## src/rtl/mem_byte_arb.sv

```systemverilog
`default_nettype none
// ============================================================================
// Module      : mem_byte_arb
// Description : Byte-serial RAM port shared by the fetch and load/store units,
//               with fair arbitration and I/O store throttling.
// Revision    : 1.0
// ============================================================================
module mem_byte_arb #(
  parameter logic [1:0] IO_SEL = 2'b11
) (
  input  logic        clk,
  input  logic        rst,
  input  logic        rdy,
  input  logic [7:0]  mem_din,
  output logic [7:0]  mem_dout,
  output logic [31:0] mem_a,
  output logic        mem_wr,
  input  logic        io_buffer_full,
  input  logic        if_req,
  input  logic [31:0] if_addr,
  output logic [31:0] if_data,
  output logic        if_done,
  input  logic        ls_req,
  input  logic        ls_we,
  input  logic [1:0]  ls_size,
  input  logic [31:0] ls_addr,
  input  logic [31:0] ls_wdata,
  output logic [31:0] ls_rdata,
  output logic        ls_done,
  input  logic        flush
);

  typedef enum logic [2:0] {
    S_IDLE   = 3'd0,
    S_READ   = 3'd1,
    S_WRITE  = 3'd2,
    S_IOWAIT = 3'd3,
    S_DONE   = 3'd4
  } state_t;

  state_t      r_state;
  logic [1:0]  r_cnt;
  logic        r_last_ls;
  logic        r_first;
  logic        r_fin;
  logic        r_is_ls;
  logic        r_io;
  logic [2:0]  r_n;
  logic [31:0] r_base;
  logic [31:0] r_wdata;
  logic [31:0] r_buf;
  logic [31:0] r_if_data;
  logic [31:0] r_ls_rdata;
  logic        r_if_done;
  logic        r_ls_done;
  logic [31:0] r_mem_a;
  logic [7:0]  r_mem_dout;
  logic        r_mem_wr;

  logic [2:0]  w_ls_n;
  logic        w_ls_io;
  logic        w_if_v;
  logic        w_take_ls;
  logic        w_take_if;
  logic        w_last;
  logic [2:0]  w_nidx;
  logic        w_nidx_ok;
  logic [31:0] w_rd_addr;
  logic [1:0]  w_cnt_inc;
  logic [31:0] w_wr_addr_cur;
  logic [31:0] w_wr_addr_nxt;
  logic [31:0] w_buf_next;

  function automatic logic [7:0] sel_byte(input logic [31:0] d, input logic [1:0] i);
    case (i)
      2'd0:    sel_byte = d[7:0];
      2'd1:    sel_byte = d[15:8];
      2'd2:    sel_byte = d[23:16];
      default: sel_byte = d[31:24];
    endcase
  endfunction

  always_comb begin
    case (ls_size)
      2'b00:   w_ls_n = 3'd1;
      2'b01:   w_ls_n = 3'd2;
      default: w_ls_n = 3'd4;
    endcase
  end

  assign w_ls_io   = (ls_addr[17:16] == IO_SEL);
  assign w_if_v    = if_req & ~flush;
  // On contention the LSU wins unless it had the previous grant.
  assign w_take_ls = ls_req & (~w_if_v | ~r_last_ls);
  assign w_take_if = w_if_v & ~w_take_ls;

  assign w_last        = ({1'b0, r_cnt} == (r_n - 3'd1));
  assign w_nidx        = r_first ? 3'd1 : ({1'b0, r_cnt} + 3'd2);
  assign w_nidx_ok     = (w_nidx < r_n);
  assign w_rd_addr     = r_base + {29'd0, w_nidx};
  assign w_cnt_inc     = r_cnt + 2'd1;
  assign w_wr_addr_cur = r_base + {30'd0, r_cnt};
  assign w_wr_addr_nxt = r_base + {30'd0, w_cnt_inc};

  always_comb begin
    w_buf_next = r_buf;
    w_buf_next[{r_cnt, 3'b000} +: 8] = mem_din;
  end

  always_ff @(posedge clk) begin
    if (rst) begin
      r_state    <= S_IDLE;
      r_cnt      <= 2'd0;
      r_last_ls  <= 1'b0;
      r_first    <= 1'b0;
      r_fin      <= 1'b0;
      r_is_ls    <= 1'b0;
      r_io       <= 1'b0;
      r_n        <= 3'd0;
      r_base     <= 32'd0;
      r_wdata    <= 32'd0;
      r_buf      <= 32'd0;
      r_if_data  <= 32'd0;
      r_ls_rdata <= 32'd0;
      r_if_done  <= 1'b0;
      r_ls_done  <= 1'b0;
      r_mem_a    <= 32'd0;
      r_mem_dout <= 8'd0;
      r_mem_wr   <= 1'b0;
    end else if (rdy) begin
      case (r_state)
        S_IDLE: begin
          r_cnt   <= 2'd0;
          r_first <= 1'b1;
          r_fin   <= 1'b0;
          r_buf   <= 32'd0;
          if (w_take_ls) begin
            r_is_ls   <= 1'b1;
            r_last_ls <= 1'b1;
            r_base    <= ls_addr;
            r_wdata   <= ls_wdata;
            r_n       <= w_ls_n;
            r_io      <= w_ls_io;
            if (!ls_we) begin
              r_state <= S_READ;
              r_mem_a <= ls_addr;
            end else if (w_ls_io && io_buffer_full) begin
              r_state <= S_IOWAIT;
            end else begin
              r_state    <= S_WRITE;
              r_mem_a    <= ls_addr;
              r_mem_dout <= ls_wdata[7:0];
              r_mem_wr   <= 1'b1;
            end
          end else if (w_take_if) begin
            r_is_ls   <= 1'b0;
            r_last_ls <= 1'b0;
            r_base    <= if_addr;
            r_n       <= 3'd4;
            r_io      <= 1'b0;
            r_state   <= S_READ;
            r_mem_a   <= if_addr;
          end
        end

        S_READ: begin
          if (flush && !r_is_ls) begin
            r_state <= S_IDLE;
            r_mem_a <= 32'd0;
          end else if (r_first) begin
            r_first <= 1'b0;
            r_mem_a <= w_nidx_ok ? w_rd_addr : 32'd0;
          end else begin
            // mem_din carries the byte addressed one cycle earlier (lane r_cnt).
            r_buf <= w_buf_next;
            if (w_last) begin
              r_state <= S_DONE;
              r_mem_a <= 32'd0;
              if (r_is_ls) begin
                r_ls_rdata <= w_buf_next;
                r_ls_done  <= 1'b1;
              end else begin
                r_if_data <= w_buf_next;
                r_if_done <= 1'b1;
              end
            end else begin
              r_cnt   <= w_cnt_inc;
              r_mem_a <= w_nidx_ok ? w_rd_addr : 32'd0;
            end
          end
        end

        S_WRITE: begin
          if (r_io) begin
            // The buffer-full flag lags the write, so always wait one cycle.
            r_state    <= S_IOWAIT;
            r_fin      <= w_last;
            r_mem_a    <= 32'd0;
            r_mem_dout <= 8'd0;
            r_mem_wr   <= 1'b0;
            if (!w_last) r_cnt <= w_cnt_inc;
          end else if (w_last) begin
            r_state    <= S_DONE;
            r_ls_done  <= 1'b1;
            r_mem_a    <= 32'd0;
            r_mem_dout <= 8'd0;
            r_mem_wr   <= 1'b0;
          end else begin
            r_cnt      <= w_cnt_inc;
            r_mem_a    <= w_wr_addr_nxt;
            r_mem_dout <= sel_byte(r_wdata, w_cnt_inc);
          end
        end

        S_IOWAIT: begin
          if (r_fin) begin
            r_state   <= S_DONE;
            r_ls_done <= 1'b1;
          end else if (!io_buffer_full) begin
            r_state    <= S_WRITE;
            r_mem_a    <= w_wr_addr_cur;
            r_mem_dout <= sel_byte(r_wdata, r_cnt);
            r_mem_wr   <= 1'b1;
          end
        end

        S_DONE: begin
          r_state   <= S_IDLE;
          r_if_done <= 1'b0;
          r_ls_done <= 1'b0;
        end

        default: begin
          r_state    <= S_IDLE;
          r_mem_a    <= 32'd0;
          r_mem_dout <= 8'd0;
          r_mem_wr   <= 1'b0;
        end
      endcase
    end
  end

  assign mem_a    = r_mem_a;
  assign mem_dout = r_mem_dout;
  assign mem_wr   = r_mem_wr;
  assign if_data  = r_if_data;
  assign if_done  = r_if_done;
  assign ls_rdata = r_ls_rdata;
  assign ls_done  = r_ls_done;

endmodule
`default_nettype wire

```

## config.mk

```make
export PLATFORM = sky130hd
export DESIGN_NAME = mem_byte_arb
export DESIGN_NICKNAME = d
export VERILOG_FILES = /design/src/rtl/mem_byte_arb.sv
export SDC_FILE = /design/constraint.sdc
export NUM_CORES = 1
export LEC_CHECK = 0
export ABC_CLOCK_PERIOD_IN_PS = 3900
export CORE_MARGIN = 3
export CORE_UTILIZATION = 30
export CTS_CLUSTER_SIZE = 25
export DETAILED_ROUTE_END_ITERATION = 10
export DONT_BUFFER_PORTS = 1
export PLACE_DENSITY = 0.45
export SLEW_MARGIN = 20
export SYNTH_ARGS = -nofsm -noshare
export SYNTH_HDL_FRONTEND = slang
export SYNTH_SLANG_ARGS = --single-unit
```

## constraint.sdc

```tcl
create_clock -name clk -period 3.9 [get_ports clk]
set_input_delay 0.975 -clock clk [delete_from_list [all_inputs] [get_ports clk]]
set_output_delay 0.975 -clock clk [all_outputs]
set_load 0.02 [all_outputs]
```

# Word-level counts from Yosys, hierarchy flattened
# Index checks and enable logic that the tools add are counted.
# Widths: inputs -> output; s select.
# totals
in_bits	114
wordCells	172
output_inout_bits	107
regBits	215
# classes
n_reduce_logical	28
addsub	7
magnitude_cmp	1
shift	2
n_eq_ne	30
mux	75
n_bitwise	12
# ops
operator	count
$mux 32	15
$pmux 32 s5	1
$add 32x2->32	2
$pmux 32 s2	1
$mux 8	7
$pmux 8 s3	2
$mux 3	11
$add 32x3->32	1
$bwmux 32	1
$pmux 8 s4	1
$shift 8x7->32 const A	1
$shiftx 8x7->32	1
$ne 2x2->1 const B	14
$mux 1	24
$reduce_and 6->1	4
$ne 3x3->1 const B	4
$pmux 3 s4	1
$reduce_and 3->1	4
$reduce_and 4->1	3
$reduce_and 9->1	1
$mux 2	4
$not 1->1	8
$pmux 1 s4	2
$reduce_and 8->1	1
26 further kinds	41

# Depth between registers and ports, before layout
# logic_depth
depth_word	10
mapped_depth	11
mapped_depth_nobuf	9

# Worst setup path before layout
# Ideal clock, no wire load.
# synth_path
path_type	reg-to-reg
from	register r_cnt[1]
to	register r_mem_a[16] (netlist: mem_a[16])
path_stages_with_launch	11
setup_time_ps	86
arrival_time_ps	2980
synth_period_minus_slack_ps	3066
path_slack_ps	834
required_time_ps	3814
path_buffers	1
cell_sequence	dfxtp_1 > buf_2 > inv_1 > ha_1 > inv_1 > fa_1 > or4_1 > a2bb2o_1 > a21oi_1 > a311o_1 > a211oi_1
# synth_via
elab_chain_cells	8
elab_cells_between_ends	17
classes_between	add/sub: 5; order compare: 1; eq/ne: 1; mux: 10
# synth_lines
element	line	rtl
start, declared	42	logic [1:0] r_cnt;
start signal, assigned	187	r_cnt <= w_cnt_inc;
start signal, assigned	201	if (!w_last) r_cnt <= w_cnt_inc;
start signal, assigned	209	r_cnt <= w_cnt_inc;
$add 2x2->3	98	assign w_nidx = r_first ? 3'd1 : ({1'b0, r_cnt} + 3'd2);
$mux 3	98	
$add 32x3->32 / $lt 3x3->1 (equally long branches)	100, 99	
$mux 32	172, 188	
$mux 32	176	if (w_last) begin
$mux 32	170	end else if (r_first) begin
$mux 32	167	if (flush && !r_is_ls) begin
$pmux 32 s5 (*)	131	case (r_state)
end signal, assigned	146	r_mem_a <= ls_addr;
end signal, assigned	172	r_mem_a <= w_nidx_ok ? w_rd_addr : 32'd0;
end signal, assigned	188	r_mem_a <= w_nidx_ok ? w_rd_addr : 32'd0;
end, declared	56	logic [31:0] r_mem_a;
# Every way passes the cells marked *; elsewhere a longest branch is shown, timed or not. The select of a mux whose other input is x is not followed.
# A chain may end at the register's enable or synchronous reset.

# Worst setup path after layout
# layout_path
from	register r_cnt[0]
to	register r_mem_a[16] (netlist: mem_a[16])
# Same word-level chain as after synthesis.

==> run summary <==
status: finished clean
period utilization: 79.2%
final wirelength: 44,000 um
Buffers on Ports: 0
DRC Markers: 0
cts hold-fix bufs: 0
vias in the first global route: 10,700
Clock Skews: 0.0154 ns
Simple-Gate Fraction of Synth Area: 22.9%
Vias/cell: 5.66
#FFs+latches synth: 215
CTS tree: built
fmax: 0.324 GHz
die height: 203 um
Initial Util: 30.7%
maximum fanout along the worst path: 7
Post-Syn Nets: 1,632
mux cell area share after synthesis: 2.85%
Setup Buffers After CTS: 0
Row Count: 71
Bufs on Longest Clock Path: 3
Reg clk slew, reported paths: 0.06 ns
Crit Reg-Reg Startpoint: r_cnt[0]$_SDFFE_PP0P_
Hold Path End: r_wdata[23]$_SDFFE_PP0P_
r2r endpoint: mem_a[16]$_SDFFE_PP0P_
Synthesis Warnings: 0
Die W: 203 um
nets@finish: 1,559
mapped cell area: 0.0117 mm^2
grt ovf: 0
initial drt markers: 1,112
XOR/XNOR Fraction of Synth Area: 3.60%
Core Footprint: 0.0380 mm^2
Die Area: 0.0414 mm^2
# IOs: 221
Final Util: 34.4%
WL/cell: 22.4 um
RSZ-0062 raised after global routing: no
worst skew pair latency: 0.56 ns
Crit Path Class: reg2reg
Post-DP HPWL: 30,600 um
root buf cell: clkbuf_16
post-route ant nets: 0
largest net degree at the start of global routing: 190
complex-gate fraction of the synthesized area: 26.7%
VDD IR max: 0.293 mV
Vias: 11,100
Setup crit end kind: flip-flop
CP Launch Type: flip-flop
Synth Flop Type: dfxtp_1
flop2flop setup slack: 0.81 ns
clock sink count: 215
Avg Inst Size Synth: 7.78 um^2
Slew HR: 33.9%
GRT Total Usage: 20.4%
fraction of layout cells with a size suffix above 1: 7.38%
pwr dens: 462 mW/mm^2
Worst Hold Class: reg2reg
TNS Setup: 0 ns
Synth async-reset ratio: 0%
Max-cap violations: 0
Area growth syn-to-layout: 11.9%
data arrival time of the worst path: 3.57 ns
post-cts sizing count: 0
Hold Crit Start: r_wdata[23]$_SDFFE_PP0P_
reg2reg path depth: 9
post-layout min period: 3.09 ns
worst-margin pin slew: 0.991 ns
largest family of logic cells by synthesized area: compound AO/OA/AOI/OAI gates
GPL Wtd Cong: 0.865
Yosys cell types: 72
antenna violations before repair: 2
sequential share of the synthesized area: 36.8%
synthesized instance count: 1,502
number of detailed-route iterations in the first pass: 5
Final Max Slew Viols: 0
Worst EP required: 4.38 ns
final setup fails: 0
first-pass GRT wire length: 66,600 um
H-tree depth: 1
Hold Crit Depth: 2
Leak: 0.00427 uW
number of flops mapped to enable cells by yosys: 0
crit path from: r_cnt[0]$_SDFFE_PP0P_
total CTS buffers: 27
post-synthesis adder-cell area fraction: 1.84%
final hold vios: 0
-- cell usage in the layout (no fill, tap or decap), types with 15 or more instances in the layout --
master     instances
xor2_1            16
xnor2_1           32
a22oi_1           24
nand4_1           27
nand3_1           17
mux2i_1           31
nand2_1          147
a222oi_1          18
nor3_1            50
buf_4             34
a21oi_1          157
a211oi_1         103
dfxtp_1          215
nor2b_1           36
nor4_1            16
inv_1             15
o21ai_0           56
nand2b_1          15
clkbuf_16         27
nor2_1           190
-- cells in the mapped netlist, types with 10 or more instances --
cell	number	area share, %
clkbuf_1	113	3.6
nor2b_1	36	1.9
nand2b_1	15	0.80
mux2i_1	31	2.7
a21oi_1	158	6.8
inv_1	15	0.48
o21ai_0	56	2.4
xnor2_1	32	2.4
ha_1	14	1.5
o22ai_1	13	0.70
buf_2	18	0.77
nor4_1	16	0.86
nand3_1	17	0.73
nor3_1	51	2.2
nand2_1	147	4.7
a31oi_1	12	0.64
a22oi_1	24	1.5
a221oi_1	13	0.97
a222oi_1	18	1.5
and4_1	10	0.75
nand4_1	27	1.4
xor2_1	16	1.2
nor2_1	193	6.2
a211oi_1	103	6.6
dfxtp_1	215	37
-- final cells by class --
type	count	area (um^2)
fillers	4135	24900
inverters	15	56.3
diodes	3	7.51
repair buffers	38	335
flip-flops and latches	215	4300
multi-input cells	1132	6810
well taps	511	639
clock inverters	15	171
clock buffers	35	766
-- critical path, stage by stage, from the launching register on --
cell	delay, ns
dfxtp_1	0.32
inv_1	0.13
ha_1	0.43
inv_1	0.12
fa_1	0.55
or4_1	0.62
a2bb2o_1	0.26
a21oi_1	0.06
a311o_1	0.33
a211oi_1	0.19
-- worst max path at each step --
| stage | end | slack [ns] | cells past startpoint |
|---|---|---|---|
| after global placement | mem_a[10]$_SDFFE_PP0P_ | 0.93 | 7 |
| after CTS | mem_a[16]$_SDFFE_PP0P_ | 0.82 | 9 |
| final | mem_a[16]$_SDFFE_PP0P_ | 0.81 | 9 |
| after floorplan | mem_a[16]$_SDFFE_PP0P_ | 0.83 | 10 |
| after detailed placement | mem_a[16]$_SDFFE_PP0P_ | 0.84 | 9 |
| after global routing | mem_a[20]$_SDFFE_PP0P_ | 0.68 | 10 |
-- routing by layer --
layer / track usage [%] / part of all wire [%]
met5: 0 / 0.023
met4: 5.95 / 3.0
met3: 5.33 / 7.6
met2: 33.2 / 46
met1: 26.6 / 43
-- sequential cells by signal (all words and copies together) (netlist names) --
register	count
r_cnt	2
r_first	1
r_io	1
r_is_ls	1
mem_a	32
if_data	32
r_wdata	32
if_done	1
r_buf	32
mem_dout	8
r_fin	1
r_state	3
ls_done	1
mem_wr	1
ls_rdata	32
r_n	3
r_base	32
-- per-stage QoR --
step | hold WS, ns | power [uW] | setup WS (ns) | cell area, um^2 | instances
after global routing | 0.481 | 6330 | 0.680 | 13100 | 1962
after CTS | 0.469 | 6130 | 0.823 | 13100 | 1961
final | 0.471 | 6050 | 0.810 | 13100 | 1964
after detailed placement | 0.462 | 3470 | 0.839 | 12100 | 1911
after floorplan | 0.448 | 3200 | 0.834 | 11700 | 1502
after global placement | 0.457 | 3460 | 0.930 | 12100 | 1911
-- power by group --
group	leakage [uW]	internal (uW)	switching, uW
registers	0.00175	2310	234
logic	0.00207	321	565
clock network	0.000454	1580	1040
-- cells by family after synthesis --
family / Yosys count
multiplexers: 33
AO/OA/AOI/OAI: 473
flip-flops: 215
AND/OR/NAND/NOR: 562
buffers and inverters: 155
XOR/XNOR: 48
adder cells (fa/ha/maj): 16
No activity file was read; power rests on OpenSTA's default activity.
